===== config.mk =====
export PLATFORM = sky130hd
export DESIGN_NAME = pb_irq_controller
export DESIGN_NICKNAME = d
export VERILOG_FILES = /design/src/rtl/pb_irq_controller.sv
export SDC_FILE = /design/constraint.sdc
export NUM_CORES = 1
export LEC_CHECK = 0
export ABC_CLOCK_PERIOD_IN_PS = 2170
export BUFFER_PORTS_ARGS = -buffer_cell sky130_fd_sc_hd__buf_2
export CAP_MARGIN = 0
export CORE_MARGIN = 3
export CORE_UTILIZATION = 54
export CTS_CLUSTER_SIZE = 10
export DETAILED_ROUTE_END_ITERATION = 6
export HOLD_SLACK_MARGIN = 0.08
export PLACE_DENSITY_LB_ADDON = 0.3
export SYNTH_ARGS = -nofsm -noshare
export SYNTH_HDL_FRONTEND = slang
export SYNTH_SLANG_ARGS = --single-unit

===== constraint.sdc =====
create_clock -name clk -period 2.17 [get_ports clk]
set_input_delay 0.5425 -clock clk [delete_from_list [all_inputs] [get_ports clk]]
set_output_delay 0.5425 -clock clk [all_outputs]
set_load 0.01 [all_outputs]

===== src/rtl/pb_irq_controller.sv =====
`default_nettype none
// +----------------------------------------------------------------------------+
// | pb_irq_controller                                                          |
// | Fixed-priority edge-triggered interrupt controller for a KCPSM6 port bus.  |
// | Revision: 1.0                                                              |
// +----------------------------------------------------------------------------+
module pb_irq_controller #(
   parameter int         N_SRC     = 4,
   parameter logic [7:0] BASE_PORT = 8'h40
) (
   input  logic             clk,
   input  logic             reset,
   input  logic [N_SRC-1:0] irq_src,
   input  logic [7:0]       port_id,
   input  logic             write_strobe,
   input  logic [7:0]       out_port,
   output logic [7:0]       rd_data,
   output logic             rd_hit,
   output logic             interrupt,
   input  logic             interrupt_ack
);

   typedef enum logic [1:0] {
      ST_IDLE    = 2'd0,
      ST_ASSERT  = 2'd1,
      ST_SERVICE = 2'd2
   } state_t;

   localparam logic [5:0]       c_base_hi = BASE_PORT[7:2];
   localparam logic [N_SRC-1:0] c_one     = 1;

   state_t           r_state;
   logic [N_SRC-1:0] r_src_q;
   logic [N_SRC-1:0] r_pending;
   logic [N_SRC-1:0] r_mask;
   logic [2:0]       r_svc_vec;
   logic             r_interrupt;
   logic             r_in_service;
   logic [7:0]       r_rd_data;
   logic             r_rd_hit;

   logic             w_hit;
   logic             w_wr_mask;
   logic             w_wr_clr;
   logic             w_wr_eoi;
   logic             w_ack;
   logic [N_SRC-1:0] w_active;
   logic [N_SRC-1:0] w_rise;
   logic [N_SRC-1:0] w_clr;
   logic [N_SRC-1:0] w_ack_clr;
   logic [2:0]       w_vec;
   logic [7:0]       w_rd_mux;
   logic             w_unused;

   assign w_hit     = (port_id[7:2] == c_base_hi);
   assign w_wr_mask = write_strobe && w_hit && (port_id[1:0] == 2'd1);
   assign w_wr_clr  = write_strobe && w_hit && (port_id[1:0] == 2'd2);
   assign w_wr_eoi  = write_strobe && w_hit && (port_id[1:0] == 2'd3);
   assign w_unused  = &{1'b0, out_port, BASE_PORT[1:0]};

   assign w_active  = r_pending & r_mask;
   assign w_rise    = irq_src & ~r_src_q;
   assign w_ack     = (r_state == ST_ASSERT) && interrupt_ack;
   assign w_clr     = w_wr_clr ? out_port[N_SRC-1:0] : '0;
   assign w_ack_clr = (w_ack && (w_active != '0)) ? (c_one << w_vec) : '0;

   // Lowest active index wins; scan from the top so the last hit is the lowest.
   always_comb begin
      w_vec = 3'd0;
      for (int i = N_SRC - 1; i >= 0; i--) begin
         if (w_active[i]) begin
            w_vec = 3'(i);
         end
      end
   end

   always_comb begin
      w_rd_mux = 8'h00;
      case (port_id[1:0])
         2'd0: w_rd_mux = 8'(r_pending);
         2'd1: w_rd_mux = 8'(r_mask);
         2'd2: w_rd_mux = 8'(w_active);
         2'd3: w_rd_mux = {r_in_service, 4'b0000,
                           (r_state == ST_SERVICE) ? r_svc_vec : w_vec};
         default: w_rd_mux = 8'h00;
      endcase
   end

   always_ff @(posedge clk or negedge reset) begin
      if (!reset) begin
         r_src_q   <= '0;
         r_pending <= '0;
         r_mask    <= '0;
         r_rd_data <= 8'h00;
         r_rd_hit  <= 1'b0;
      end else begin
         r_src_q   <= irq_src;
         // A new edge outranks any clear landing on the same bit.
         r_pending <= (r_pending & ~w_clr & ~w_ack_clr) | w_rise;
         if (w_wr_mask) begin
            r_mask <= out_port[N_SRC-1:0];
         end
         r_rd_hit  <= w_hit;
         r_rd_data <= w_hit ? w_rd_mux : 8'h00;
      end
   end

   always_ff @(posedge clk or negedge reset) begin
      if (!reset) begin
         r_state      <= ST_IDLE;
         r_svc_vec    <= 3'd0;
         r_interrupt  <= 1'b0;
         r_in_service <= 1'b0;
      end else begin
         case (r_state)
            ST_IDLE: begin
               if (w_active != '0) begin
                  r_state     <= ST_ASSERT;
                  r_interrupt <= 1'b1;
               end
            end
            ST_ASSERT: begin
               if (interrupt_ack) begin
                  r_state      <= ST_SERVICE;
                  r_svc_vec    <= w_vec;
                  r_interrupt  <= 1'b0;
                  r_in_service <= 1'b1;
               end else if (w_active == '0) begin
                  r_state     <= ST_IDLE;
                  r_interrupt <= 1'b0;
               end
            end
            ST_SERVICE: begin
               if (w_wr_eoi) begin
                  r_state      <= ST_IDLE;
                  r_in_service <= 1'b0;
               end
            end
            default: begin
               r_state      <= ST_IDLE;
               r_interrupt  <= 1'b0;
               r_in_service <= 1'b0;
            end
         endcase
      end
   end

   assign rd_data   = r_rd_data;
   assign rd_hit    = r_rd_hit;
   assign interrupt = r_interrupt;

endmodule
`default_nettype wire

==> flow_summary.json <==
{
  "dp_hpwl_mm": 1.80,
  "fin_skew_ps": 12.3,
  "fin_crit_sh_pct": 77.0,
  "fin_nets": 164,
  "path_clk_slew_ps": 130,
  "cpMaxStageDelayCell": "or4_4",
  "pwr-share-clk_pct": 31.9,
  "netlist.area_leader.share_pct": 51.8,
  "pwr_density_cell_nw_per_um2": 738,
  "relSlewSlack_pct": 64.7,
  "drtIter0Drc": 22,
  "grt_first_pass_wirelength_mm": 3.71,
  "grt_pass1_vias": 867,
  "instances_no_fill": 166,
  "r2r_end": "r_pending[3]$_DFF_PN0_",
  "drv_slew": 0,
  "syn_inst": 111,
  "cts_sinks": 24,
  "rr_worst_depth": 4,
  "worst-slew-pin-transition_ps": 529,
  "ir_drop_v": 0.000488,
  "yosysMostFrequentCell": "dfrtp_1",
  "syn-cell-area_um2": 1160,
  "layout_min_cycle_time_ps": 1670,
  "timing.hold.ws_ps": 177,
  "critical_path_class": "primary input to register",
  "core_um2": 2000,
  "yosysWarnings": 0,
  "vias": 928,
  "die-area_um2": 2740,
  "worst_setup_path_start_kind": "primary input",
  "p_int_uw": 744,
  "ant_nets": 0,
  "r2r-start": "r_mask[1]$_DFFE_PN0P_",
  "ys_seq_elements": 24,
  "nFillCells": 173,
  "rsz0062_at_grt": "false",
  "holdBufCountCts": 0,
  "synth-edff-count": 0,
  "yosys.area.top_type": "dfrtp_1",
  "cts_buffer_depth": 2,
  "grt_max_degree": 25,
  "synth_flop_cell": "dfrtp_1",
  "syn_area_per_cell_um2": 10.4,
  "area_delta_synth_final_pct": 17.3,
  "die_h_um": 52.3,
  "place_ws_ps": 165,
  "path_cells": "buf_2 > or4_4 > nor4_4 > nand2_1 > a32o_1",
  "wire_per_inst_um": 13.8,
  "drive_gt1_share_pct": 30.2,
  "combPwrFrac_pct": 16.0,
  "top_layer_used": "met4",
  "slowest_delay_ps": 570,
  "post_cts_resized": 0,
  "met3WireLength_um": 119,
  "run_status": "completed",
  "async_flop_share_pct": 100,
  "route.met2.wl_mm": 1.16,
  "max_cap_viol_count": 0,
  "grt_use_total_pct": 18.4,
  "switchingPower_uw": 259,
  "finalHoldViolations": 0,
  "p_leak_uw": 0.000655,
  "critical-path-top-delay-family": "simple AND/OR/NAND/NOR gates",
  "setup_viol": 0,
  "start_util_pct": 57.9,
  "fmax_mhz": 599,
  "seq_power_share_pct": 52.2,
  "cts_htree_levels": 1,
  "place.gp.congestion": 0.834,
  "die_x_um": 52.3,
  "diodes": 0,
  "io_pins": 34,
  "tns_ps": 0,
  "vias_per_cell": 5.59,
  "dp.cells": 162,
  "antenna_found_initial": 0,
  "critPathMaxFanout": 4,
  "cts_tree": "built",
  "drtPass1Iterations": 4,
  "swShare_pct": 25.8,
  "end_kind": "register",
  "ys_types": 35,
  "crit_arrival_ps": 1880,
  "path_buf_inv": 1,
  "drt-total-wl_mm": 2.30,
  "final_util_pct": 67.9,
  "drcViolationCount": 0,
  "numCtsBuffers": 3,
  "rows": 16,
  "drt-met1-wl_um": 995,
  "synth_area_leaders": "dfrtp_1 (52%), mux2_4 (5.2%), nand2_1 (4.9%)",
  "reg2reg_setup_slack_ps": 640,
  "worstHoldPathType": "primary input to asynchronous set/reset pin",
  "post_cts_buffers": 0,
  "seq_area_frac_synth_pct": 51.8,
  "insertion_delay_ps": 320,
  "port_buffers": 26,
  "synth_common_cells": "dfrtp_1 (24), nand2_1 (15), inv_1 (10)",
  "setup_slack_ps": 499,
  "globalRouteOverflowTotal": 0,
  "clockRootBuffer": "clkbuf_4",
  "required_ps": 2380
}
## state kept, by name (all words and copies together) (netlist names)
signal,count
rd_data,5
r_mask,4
r_pending,4
r_src_q,4
r_state,2
r_svc_vec,2
interrupt,1
r_in_service,1
rd_hit,1
## worst max-delay path by stage
stage	startpoint	cells after the start	to
finish	port_id[3]	5	r_pending[2]$_DFF_PN0_
global route	port_id[3]	5	r_pending[1]$_DFF_PN0_
CTS	port_id[3]	5	r_pending[2]$_DFF_PN0_
detailed placement	port_id[3]	5	r_pending[0]$_DFF_PN0_
global placement	port_id[3]	5	r_pending[3]$_DFF_PN0_
floorplan	port_id[3]	4	r_mask[0]$_DFFE_PN0P_
## logic make-up (layout without fill, tap and decap cells)
| logic type | after synthesis | in the layout | share of synthesized area [%] |
|---|---|---|---|
| other | 1 | 3 | 0.323 |
| buffers and inverters | 15 | 41 | 5.93 |
| DFF | 24 | 24 | 51.8 |
| AOI/OAI and AO/OA | 23 | 23 | 14.9 |
| and+or+nand+nor | 44 | 44 | 21.9 |
| muxes | 4 | 4 | 5.18 |
## cell type report
| class | instances | area, µm² | share of cell area, % |
|---|---|---|---|
| Timing Repair Buffer | 27 | 138 | 10.1 |
| Clock buffer | 3 | 22.5 | 1.66 |
| Inverter | 10 | 37.5 | 2.76 |
| Tap cell | 27 | 33.8 | 2.48 |
| Multi-Input combinational cell | 74 | 498 | 36.6 |
| Clock inverter | 1 | 30.0 | 2.21 |
| Sequential cell | 24 | 601 | 44.2 |
## layer usage
layer | up-vias | global-route usage [%]
met5 | - | 0
met4 | 0 | 6.38
met3 | 2 | 2.56
met2 | 34 | 32.2
met1 | 451 | 23.0
li1 | 441 | -
## through the flow
step / total power, µW / area (µm²)
finish: 1000 / 1360
floorplan: 630 / 1170
detailed placement: 694 / 1310
global placement: 683 / 1310
CTS: 1010 / 1360
global route: 1060 / 1360
## power groups by stage
stage                     combinational [µW]  sequential, µW  clock [µW]
final                                    160             524         320
after global routing                     182             530         344
after CTS                                163             523         324
after detailed placement                 163             531           0
after global placement                   156             528           0
after floorplan                          103             527           0
## placed cells by master (no fill, tap or decap), drive strengths merged, types with 2 or more instances in the layout
cell type  netlist  final
nor3             2      2
a32o             5      5
clkbuf           1      3
nor2b            3      3
nand3            4      4
buf              4     27
o21ai            5      5
a22oi            2      2
dfrtp           24     24
nand2           16     16
mux2             4      4
a21oi            4      4
inv             10     10
nand4            3      3
conb             1      3
a2bb2oi          2      2
nor4             2      2
nor2             6      6
nand2b           3      3
Power figures use the tool's default switching activity.
